==> src/rtl/ddr_access_arbiter.sv <==
// ddr_access_arbiter
// Shares one DDR burst controller among four requesters (JMP, DWR, DRD, IRD).
// Each grant runs exactly one read or write burst and then passes through a
// one-cycle DONE state. Read beats are returned only to the granted requester.
// Store words are buffered in a first-word-fall-through FIFO and may arrive
// before the store request is granted.
module ddr_access_arbiter #(
  parameter int DDR_ADDR_WIDTH = 28,
  parameter int DATA_WIDTH     = 16,
  parameter int CNT_WIDTH      = 10,
  parameter int DATA_BURST_LEN = 16,
  parameter int INST_BURST_LEN = 16,
  parameter int JMP_BURST_LEN  = 1,
  parameter int WFIFO_DEPTH    = 32
) (
  input  logic                      clk,
  input  logic                      rst,
  input  logic                      JMP_ADDR_read_req,
  input  logic                      DATA_read_req,
  input  logic [DDR_ADDR_WIDTH-1:0] DATA_read_addr,
  input  logic                      DATA_store_req,
  input  logic [DDR_ADDR_WIDTH-1:0] DATA_write_addr,
  input  logic [DATA_WIDTH-1:0]     DATA_to_ddr,
  input  logic                      data_to_ddr_rdy,
  input  logic                      INST_read_req,
  input  logic [DDR_ADDR_WIDTH-1:0] INST_read_addr,
  output logic                      rd_burst_req,
  output logic [DDR_ADDR_WIDTH-1:0] rd_burst_addr,
  output logic [CNT_WIDTH-1:0]      rd_burst_len,
  input  logic [DATA_WIDTH-1:0]     rd_burst_data,
  input  logic                      rd_burst_data_valid,
  input  logic                      rd_burst_finish,
  output logic                      wr_burst_req,
  output logic [DDR_ADDR_WIDTH-1:0] wr_burst_addr,
  output logic [CNT_WIDTH-1:0]      wr_burst_len,
  input  logic                      wr_burst_data_req,
  output logic [DATA_WIDTH-1:0]     wr_burst_data,
  input  logic                      wr_burst_finish,
  output logic [DATA_WIDTH-1:0]     DATA_to_cache,
  output logic [DDR_ADDR_WIDTH-1:0] JMP_ADDR_to_cache,
  output logic [DATA_WIDTH-1:0]     INST_to_cache,
  output logic                      rd_burst_data_valid_data,
  output logic                      rd_burst_data_valid_jmp,
  output logic                      rd_burst_data_valid_inst,
  output logic [CNT_WIDTH-1:0]      rd_cnt_data,
  output logic [CNT_WIDTH-1:0]      rd_cnt_inst,
  output logic [3:0]                grant,
  output logic                      wr_fifo_ovf,
  output logic                      wr_underflow
);

  localparam int PTR_W = $clog2(WFIFO_DEPTH);
  localparam logic [PTR_W:0]       FIFO_FULL_CNT  = (PTR_W+1)'(WFIFO_DEPTH);
  localparam logic [PTR_W:0]       FIFO_FILL_CNT  = (PTR_W+1)'(DATA_BURST_LEN);
  localparam logic [CNT_WIDTH-1:0] DATA_LEN       = CNT_WIDTH'(DATA_BURST_LEN);
  localparam logic [CNT_WIDTH-1:0] INST_LEN       = CNT_WIDTH'(INST_BURST_LEN);
  localparam logic [CNT_WIDTH-1:0] JMP_LEN        = CNT_WIDTH'(JMP_BURST_LEN);

  typedef enum logic [2:0] {IDLE, RD_BURST, WR_FILL, WR_BURST, DONE} state_t;

  state_t state, state_next;

  logic [3:0]            pick;
  logic                  grant_edge;
  logic                  beat_data, beat_jmp, beat_inst;
  logic                  fin_data, fin_inst;

  logic [DATA_WIDTH-1:0] mem [WFIFO_DEPTH];
  logic [PTR_W-1:0]      wr_ptr, rd_ptr;
  logic [PTR_W:0]        fifo_count;
  logic                  fifo_full, fifo_empty;
  logic                  pop_req, pop_ok, push_ok, flush;

  // Fixed-priority pick among live requests: DWR > JMP > DRD > IRD
  always_comb begin
    pick = 4'b0000;
    if (DATA_store_req)         pick = 4'b0010;
    else if (JMP_ADDR_read_req) pick = 4'b0001;
    else if (DATA_read_req)     pick = 4'b0100;
    else if (INST_read_req)     pick = 4'b1000;
  end

  assign grant_edge = (state == IDLE) && (pick != 4'b0000);

  assign beat_data = rd_burst_data_valid && grant[2];
  assign beat_jmp  = rd_burst_data_valid && grant[0];
  assign beat_inst = rd_burst_data_valid && grant[3];
  assign fin_data  = rd_burst_finish && grant[2] && (state == RD_BURST);
  assign fin_inst  = rd_burst_finish && grant[3] && (state == RD_BURST);

  // State register; reset abandons any burst in flight
  always_ff @(posedge clk or negedge rst) begin
    if (!rst) state <= IDLE;
    else      state <= state_next;
  end

  // Next-state sequencing of one burst per grant
  always_comb begin
    state_next = state;
    case (state)
      IDLE:     if (pick[1])                     state_next = WR_FILL;
                else if (pick != 4'b0000)        state_next = RD_BURST;
      RD_BURST: if (rd_burst_finish)             state_next = DONE;
      WR_FILL:  if (fifo_count >= FIFO_FILL_CNT) state_next = WR_BURST;
      WR_BURST: if (wr_burst_finish)             state_next = DONE;
      DONE:                                      state_next = IDLE;
      default:                                   state_next = IDLE;
    endcase
  end

  // Burst request strobes decoded from the current state
  always_comb begin
    rd_burst_req = (state == RD_BURST);
    wr_burst_req = (state == WR_BURST);
  end

  // Grant and latched burst attributes; grant is held through DONE
  always_ff @(posedge clk or negedge rst) begin
    if (!rst) begin
      grant         <= 4'b0000;
      rd_burst_addr <= '0;
      rd_burst_len  <= '0;
      wr_burst_addr <= '0;
      wr_burst_len  <= '0;
    end else if (grant_edge) begin
      grant <= pick;
      if (pick[1]) begin
        wr_burst_addr <= DATA_write_addr;
        wr_burst_len  <= DATA_LEN;
      end else if (pick[0]) begin
        rd_burst_addr <= DATA_read_addr;
        rd_burst_len  <= JMP_LEN;
      end else if (pick[2]) begin
        rd_burst_addr <= DATA_read_addr;
        rd_burst_len  <= DATA_LEN;
      end else begin
        rd_burst_addr <= INST_read_addr;
        rd_burst_len  <= INST_LEN;
      end
    end else if (state == DONE) begin
      grant <= 4'b0000;
    end
  end

  // Registered read return, steered to the granted requester only
  always_ff @(posedge clk or negedge rst) begin
    if (!rst) begin
      DATA_to_cache            <= '0;
      JMP_ADDR_to_cache        <= '0;
      INST_to_cache            <= '0;
      rd_burst_data_valid_data <= 1'b0;
      rd_burst_data_valid_jmp  <= 1'b0;
      rd_burst_data_valid_inst <= 1'b0;
      rd_cnt_data              <= '0;
      rd_cnt_inst              <= '0;
    end else begin
      rd_burst_data_valid_data <= beat_data;
      rd_burst_data_valid_jmp  <= beat_jmp;
      rd_burst_data_valid_inst <= beat_inst;
      if (beat_data) DATA_to_cache <= rd_burst_data;
      if (beat_inst) INST_to_cache <= rd_burst_data;
      if (beat_jmp)
        JMP_ADDR_to_cache <= {{(DDR_ADDR_WIDTH-DATA_WIDTH){1'b0}}, rd_burst_data};
      if (grant_edge && pick[2]) rd_cnt_data <= '0;
      else rd_cnt_data <= rd_cnt_data + CNT_WIDTH'(beat_data) + CNT_WIDTH'(fin_data);
      if (grant_edge && pick[3]) rd_cnt_inst <= '0;
      else rd_cnt_inst <= rd_cnt_inst + CNT_WIDTH'(beat_inst) + CNT_WIDTH'(fin_inst);
    end
  end

  assign fifo_full     = (fifo_count == FIFO_FULL_CNT);
  assign fifo_empty    = (fifo_count == '0);
  assign pop_req       = wr_burst_data_req && (state == WR_BURST);
  assign pop_ok        = pop_req && !fifo_empty;
  assign push_ok       = data_to_ddr_rdy && (!fifo_full || pop_ok);
  assign flush         = (state == WR_BURST) && wr_burst_finish;
  assign wr_burst_data = fifo_empty ? '0 : mem[rd_ptr];

  // Store FIFO pointers, occupancy and sticky error flags; finish flushes
  always_ff @(posedge clk or negedge rst) begin
    if (!rst) begin
      wr_ptr       <= '0;
      rd_ptr       <= '0;
      fifo_count   <= '0;
      wr_fifo_ovf  <= 1'b0;
      wr_underflow <= 1'b0;
    end else begin
      if (flush) begin
        wr_ptr     <= '0;
        rd_ptr     <= '0;
        fifo_count <= '0;
      end else begin
        if (push_ok) wr_ptr <= wr_ptr + 1'b1;
        if (pop_ok)  rd_ptr <= rd_ptr + 1'b1;
        case ({push_ok, pop_ok})
          2'b10:   fifo_count <= fifo_count + 1'b1;
          2'b01:   fifo_count <= fifo_count - 1'b1;
          default: fifo_count <= fifo_count;
        endcase
        if (data_to_ddr_rdy && !push_ok) wr_fifo_ovf <= 1'b1;
      end
      if (pop_req && fifo_empty) wr_underflow <= 1'b1;
    end
  end

  // Store FIFO word storage
  always_ff @(posedge clk) begin
    if (push_ok && !flush) mem[wr_ptr] <= DATA_to_ddr;
  end

endmodule
==> config.mk <==
export PLATFORM = sky130hd
export DESIGN_NAME = ddr_access_arbiter
export DESIGN_NICKNAME = d
export VERILOG_FILES = /design/src/rtl/ddr_access_arbiter.sv
export SDC_FILE = /design/constraint.sdc
export NUM_CORES = 1
export LEC_CHECK = 0
export ABC_AREA = 1
export BUFFER_PORTS_ARGS = -buffer_cell sky130_fd_sc_hd__buf_2
export CORE_ASPECT_RATIO = 0.7
export CORE_MARGIN = 2
export CORE_UTILIZATION = 53
export DETAILED_ROUTE_END_ITERATION = 10
export PLACE_DENSITY = 0.76
export SLEW_MARGIN = 20
export SYNTH_ARGS = -nofsm -noshare
export SYNTH_HDL_FRONTEND = slang
export SYNTH_SLANG_ARGS = --single-unit
==> constraint.sdc <==
create_clock -name clk -period 2.5 [get_ports clk]
set_input_delay 0.125 -clock clk [delete_from_list [all_inputs] [get_ports clk]]
set_output_delay 0.125 -clock clk [all_outputs]
set_load 0.005 [all_outputs]
### Word-level counts from Yosys, hierarchy flattened

Memories as Yosys holds them, arrays and structs flattened.
Index checks and enable logic that the tools add are counted.

| operators by class | value |
|---|---|
| magnitude comparators | 1 |
| $mul | 0 |
| div/mod/pow operators | 0 |
| reduce and logical (&&, ||, !) cells | 33 |
| add/subtract/negate cells | 8 |
| equality and inequality tests | 11 |
| shifts and indexed selects | 0 |
| bitwise operators | 2 |
| muxes and demuxes | 26 |

Operator list:

| operator | number |
|---|---|
| $mux 28 | 2 |
| $add 10x1->10 | 4 |
| $mux 5 | 5 |
| $mux 4 | 6 |
| $mux 10 | 2 |
| $logic_and 1x1->1 | 17 |
| $mux 16 | 1 |
| $mux 3 | 5 |
| $pmux 3 s4 | 1 |
| $pmux 6 s2 | 1 |
| $add 5x1->5 const B | 2 |
| $add 6x1->6 const B | 1 |
| $eq 3x2->1 const B | 2 |
| $eq 6x6->1 const B | 1 |
| $ge 6x5->1 const B | 1 |
| $logic_not 6->1 | 1 |
| $mux 6 | 1 |
| $reduce_and 2->1 | 3 |
| $reduce_bool 2->1 | 3 |
| $sub 6x1->6 const B | 1 |
| $logic_not 1->1 | 4 |
| $ne 2x1->1 const B | 2 |
| $reduce_and 4->1 | 1 |
| $reduce_bool 4->1 | 1 |
| other kinds (11) | 13 |

| word-level totals | value |
|---|---|
| input bits | 127 |
| memories kept | 1 |
| word-level logic and storage cells | 101 |
| output and inout bits | 183 |
| bits in writable memories | 512 |
| latch bits | 0 |
| bits in registers | 163 |
| ROM bits | 0 |

Memory list:

| name | depth | width | rd ports | clocked after memory_dff | wr ports | RTL line | RTL |
|---|---|---|---|---|---|---|---|
| mem | 32 | 16 | 1 | 0 | 1 | 68 | `logic [DATA_WIDTH-1:0] mem [WFIFO_DEPTH];` |

### Depth between registers and ports, before layout

| depth | value |
|---|---|
| word-level depth | 8 |
| depth in mapped cells | 14 |
| gate-level depth less buffers | 14 |

### Least setup slack after synthesis

Ideal clock, no wire load.

| timing path | value |
|---|---|
| path type | flip-flop to flip-flop |
| start point | register state[2] |
| end point | memory mem[10][0], enable pin |
| data arrival time | 2.332 ns |
| library setup time | 0.409 ns |
| path buffers | 2 |
| cell stages (with the launch flop) | 9 |
| setup slack | -0.242 ns |
| cells stage by stage | dfrtp_1 -> inv_1 -> nand3_4 -> nor2_8 -> or2_1 -> buf_6 -> nand2_8 -> buf_8 -> nor3_1 |

| between the ends | value |
|---|---|
| longest elaborated chain between the ends | 8 |
| elaborated cells between the ends (all ways) | 10 |
| those cells by class | 1 x eq/ne; 2 x mux; 7 x reduce/logical |

RTL lines:

| item | RTL line | RTL |
|---|---|---|
| from (decl) | 61 | `state_t state, state_next;` |
| from (signal assigned) | 94 | `else state <= state_next;` |
| $eq 3x2->1 * | 173, 176 |  |
| $logic_and 1x1->1 | 173 | `assign pop_req = wr_burst_data_req && (state == WR_BURST);` |
| $logic_and 1x1->1 | 174 | `assign pop_ok = pop_req && !fifo_empty;` |
| $logic_or 1x1->1 | 175 | `assign push_ok = data_to_ddr_rdy && (!fifo_full \|\| pop_ok);` |
| $logic_and 1x1->1 | 175 |  |
| $logic_and 1x1->1 * | 208 | `if (push_ok && !flush) mem[wr_ptr] <= DATA_to_ddr;` |
| $mux 1 * | 208 |  |
| $mux 1 (implied by the code) * | 208 |  |
| to (decl) | 68 |  |

Every way passes the cells marked *; elsewhere a longest branch is shown, timed or not.

### Worst setup path after layout

| timing path | value |
|---|---|
| start point | register rd_ptr[0] |
| end point | output wr_burst_data[0] |

| between the ends | value |
|---|---|
| longest elaborated chain between the ends | 2 |

RTL lines:

| item | RTL line | RTL |
|---|---|---|
| from (decl) | 69 | `logic [PTR_W-1:0] wr_ptr, rd_ptr;` |
| from (signal assigned) | 194 | `if (pop_ok) rd_ptr <= rd_ptr + 1'b1;` |
| $mem_v2 32x16 | n/a |  |
| $mux 16 | 177 | `assign wr_burst_data = fifo_empty ? '0 : mem[rd_ptr];` |
| to (decl) | 37 | `output logic [DATA_WIDTH-1:0] wr_burst_data,` |

Every way passes these cells.

==> key figures <==
Die
  – Die span in y: between 150 and 200 um
  – Row count: 70
  – I/O pin cnt: 310
  – Die area: approximately 55000 um2
  – Die Width: 279 um
  – Core box area: 52200 um2
  – Initial core utilization: 0.536

Critical path
  – Crit. Startpoint: rd_ptr[0]
  – Reg2Reg Setup Slack: 0.10 ns
  – Critical Path Start Type: flip-flop
  – CP Class: reg2out
  – Worst EP required: 2.38 ns
  – Critical path peak fanout: 7
  – Reg-to-Reg End: rd_cnt_data[8]
  – Reg2Reg Launch Point: state[1]
  – WP data arrival: 2.60 ns
  – Crit. End Element: primary output
  – FF-to-FF path depth: 13

Detailed routing
  – 1st-iter DRT viols: between 2000 and 3000
  – WL final: ~85 mm
  – Wire per inst: 22.6 um
  – Post-route ant nets: 0
  – Vias: 21651
  – TritonRoute pass-1 iters: 10
  – Remaining DRCs: 0
  – Via density: 5.80

Yosys
  – Syn Area/Cell: 11.0 um2
  – Ys async rst share: 0.232
  – Synth warnings: 0
  – Register area share after synthesis: 0.688
  – Top_reg_cell synth: edfxtp_1
  – Mapped cell area: about 28000 um2
  – Flop and latch count out of synthesis: approximately 670
  – Post-synth EDFFs: about 500
  – Cell count after synthesis: 2553
  – Post-synthesis cell type count: 44

Final layout
  – Fraction of layout cells with a size suffix above 1: 0.233
  – Layout area overhead: 25.0%
  – Total Nets Final: 3134
  – Final cell count without fillers: 3733
  – Filler cell count: 3590

CTS
  – Clock transition at path regs: 0.07 ns
  – CTS tree: yes
  – CTS Buf Count: 61
  – CTS root buf: clkbuf_16
  – H-tree level count: 2
  – Latest clock arrival within the worst-skew pair: 0.64 ns
  – Clk sinks: between 600 and 700
  – Max Buffers Root-to-Sink: 3

Power
  – Maximum vdd drop: 0.000709 V
  – Lkg Pwr: 14.3 nW
  – Pwr/cell area: roughly 1200 nW/um2

Timing
  – Clk_skew: 0.0228 ns
  – Worst-Margin Slew: 0.997 ns
  – Minimum clock period: 2.72 ns
  – Achievable Freq: 368 MHz
  – Rel. slew slack: 0.334
  – Final period util: 1.09
  – Final Max Tran Viols: 0
  – Hold Slack: 0.0423 ns
  – RSZ-0062 raised after global routing: true
  – Worst Slack Setup Final: -0.220 ns
  – Final count of hold timing violations: 0
  – Endpoints failing setup: 16
  – Fin Setup TNS: -2.48 ns

Place
  – Gpl congestion: 0.907
  – PortBufs: 280
  – Placed Cells: about 3500
  – Final HPWL DP: 47.5 mm

Global route
  – Initial antenna violation count: 5
  – GRT Overall Usage: 0.296
  – Largest net degree at the start of global routing: 77
  – Vias in the first global route: 20753
  – First-pass GRT wire length: 122 mm
  – Grt ovf: 0

Min path
  – Hold wc startpoint: INST_read_req
  – Hold EP: grant[3]
  – Hold WC Path Type: in2reg
  – Min-Delay Path Depth: 5

Status
  – Status: finished, violations left
  – Failing checks: negative setup slack

Flow run
  – Max Cap Viol: 0
-- report_power, final --
| group | total (W) | switching [W] | internal, W | leakage [nW] |
|---|---|---|---|---|
| Combinational | 0.0165 | 0.0102 | 0.00632 | 6.76 |
| Sequential | 0.0144 | 0.000938 | 0.0135 | 6.56 |
| Clock | 0.00956 | 0.00415 | 0.00541 | 0.988 |
-- how the worst max path moves through the flow --
stage | endpoint | slack [ns]
2_1_floorplan | mem[10][0] | -0.24
6_report | wr_burst_data[0] | -0.22
3_3_place_gp | rd_cnt_inst[8] | 0.24
3_5_place_dp | rd_cnt_inst[8] | 0.21
4_1_cts | wr_burst_data[10] | -0.17
5_1_grt | wr_burst_data[5] | -0.29
-- synthesized netlist by cell type (2+ instances only) --
master,count,area (um2)
inv_2,7,26.3
buf_1,14,52.6
buf_2,56,280
dfrtp_1,155,3880
o21ai_1,55,275
o211ai_1,32,240
fa_1,3,60.1
buf_6,2,22.5
nand3_1,206,1030
nor2_1,342,1280
clkinv_1,6,22.5
o21bai_1,2,15.0
clkbuf_1,45,169
o21ai_0,181,906
mux2_2,28,315
ha_1,11,138
buf_8,3,45.0
xnor2_1,3,26.3
xor2_1,5,43.8
and3_1,3,18.8
nor2_2,3,18.8
a21oi_1,29,145
inv_1,106,398
nand4_1,12,75.1
nor3_1,74,370
buf_4,44,330
edfxtp_1,512,15400
nand2_1,597,2240
nand3_4,2,35.0
-- area by class of cell --
class | count | area, um2 | share of cell area
clock buffer | 81 | 1710 | 0.0488
inverter | 120 | 487 | 0.0139
timing repair buffer | 512 | 4140 | 0.118
clock inverter | 35 | 327 | 0.00934
antenna | 3 | 7.51 | 0.000215
timing repair inverter | 2 | 38.8 | 0.00111
sequential | 667 | 19300 | 0.551
tap | 684 | 856 | 0.0245
multi-input combinational | 1629 | 8140 | 0.233
-- what timing repair did --
item                       4_1_cts  5_1_grt
gates resized for setup         98      129
gates cloned                    12       11
hold buffers                   109        0
buffers inserted                14        0
setup endpoints to repair       16       17
pin swaps                       23       41
hold endpoints to repair       238        0
-- sequential cells by signal, summed over array words and instances (netlist names), 2 cells and up --
register and cells:
wr_ptr 5, JMP_ADDR_to_cache 16, rd_ptr 5, rd_burst_len 2, rd_cnt_data 10, mem 512, rd_cnt_inst 10, rd_burst_addr 28
INST_to_cache 16, state 3, DATA_to_cache 16, grant 4, wr_burst_addr 28, fifo_count 6
-- worst max-delay path, stage by stage (launching register included) --
cell	delay [ns]
dfrtp_4	0.52
buf_12	0.19
buf_12	0.17
buf_16	0.15
nand2_2	0.05
o211ai_1	0.09
nand3_1	0.17
nand3_2	0.13
nand2_1	0.11
nand2_1	0.10
nor2_1	0.14
buf_2	0.13
-- cell usage in the layout, fill, tap and decap left out, types with 12 or more instances in the layout --
cell	instances
nor3_1	43
inv_1	106
buf_16	17
clkinv_1	18
nand4_1	12
nand3_1	168
edfxtp_1	512
nand2_1	579
a21oi_1	22
nor3_2	31
buf_4	73
clkbuf_16	74
conb_1	29
nor2_1	288
buf_2	279
mux2_2	28
clkbuf_1	13
buf_12	12
nor2_2	48
o21ai_1	77
nand2_2	19
o211ai_1	32
nand3_2	37
o21ai_2	12
dfrtp_1	152
dlygate4sd3_1	109
o21ai_0	145
-- cells by family (layout without fill, tap and decap cells) --
family | after synthesis | in the layout | synth area share
compound gates | 303 | 303 | 0.0576
xor+xnor | 8 | 8 | 0.00251
fa+ha+maj | 14 | 14 | 0.00707
buf+inv | 285 | 750 | 0.0485
flops | 667 | 667 | 0.688
mux | 28 | 28 | 0.0113
other cells | 1 | 32 | 0.000134
simple gates | 1247 | 1247 | 0.185
-- metrics by stage --
step | util | cell area (um2) | setup WS, ns | total power [W]
2_1_floorplan | - | 28100 | -0.242 | 0.0220
3_3_place_gp | 0.583 | 30500 | 0.238 | 0.0268
6_report | 0.670 | 35000 | -0.220 | 0.0404
3_5_place_dp | 0.583 | 30500 | 0.208 | 0.0271
4_1_cts | 0.659 | 34400 | -0.169 | 0.0388
5_1_grt | 0.670 | 35000 | -0.285 | 0.0422
-- routing by layer --
| metal | vias to the layer above | track usage | wire length (um) |
|---|---|---|---|
| li1 | 9565 | - | - |
| met1 | 10426 | 0.403 | 32000 |
| met2 | 1400 | 0.443 | 38300 |
| met3 | 256 | 0.100 | 11100 |
| met4 | 4 | 0.115 | 3090 |
| met5 | - | 0 | 27 |
No activity file was read; power rests on OpenSTA's default activity.
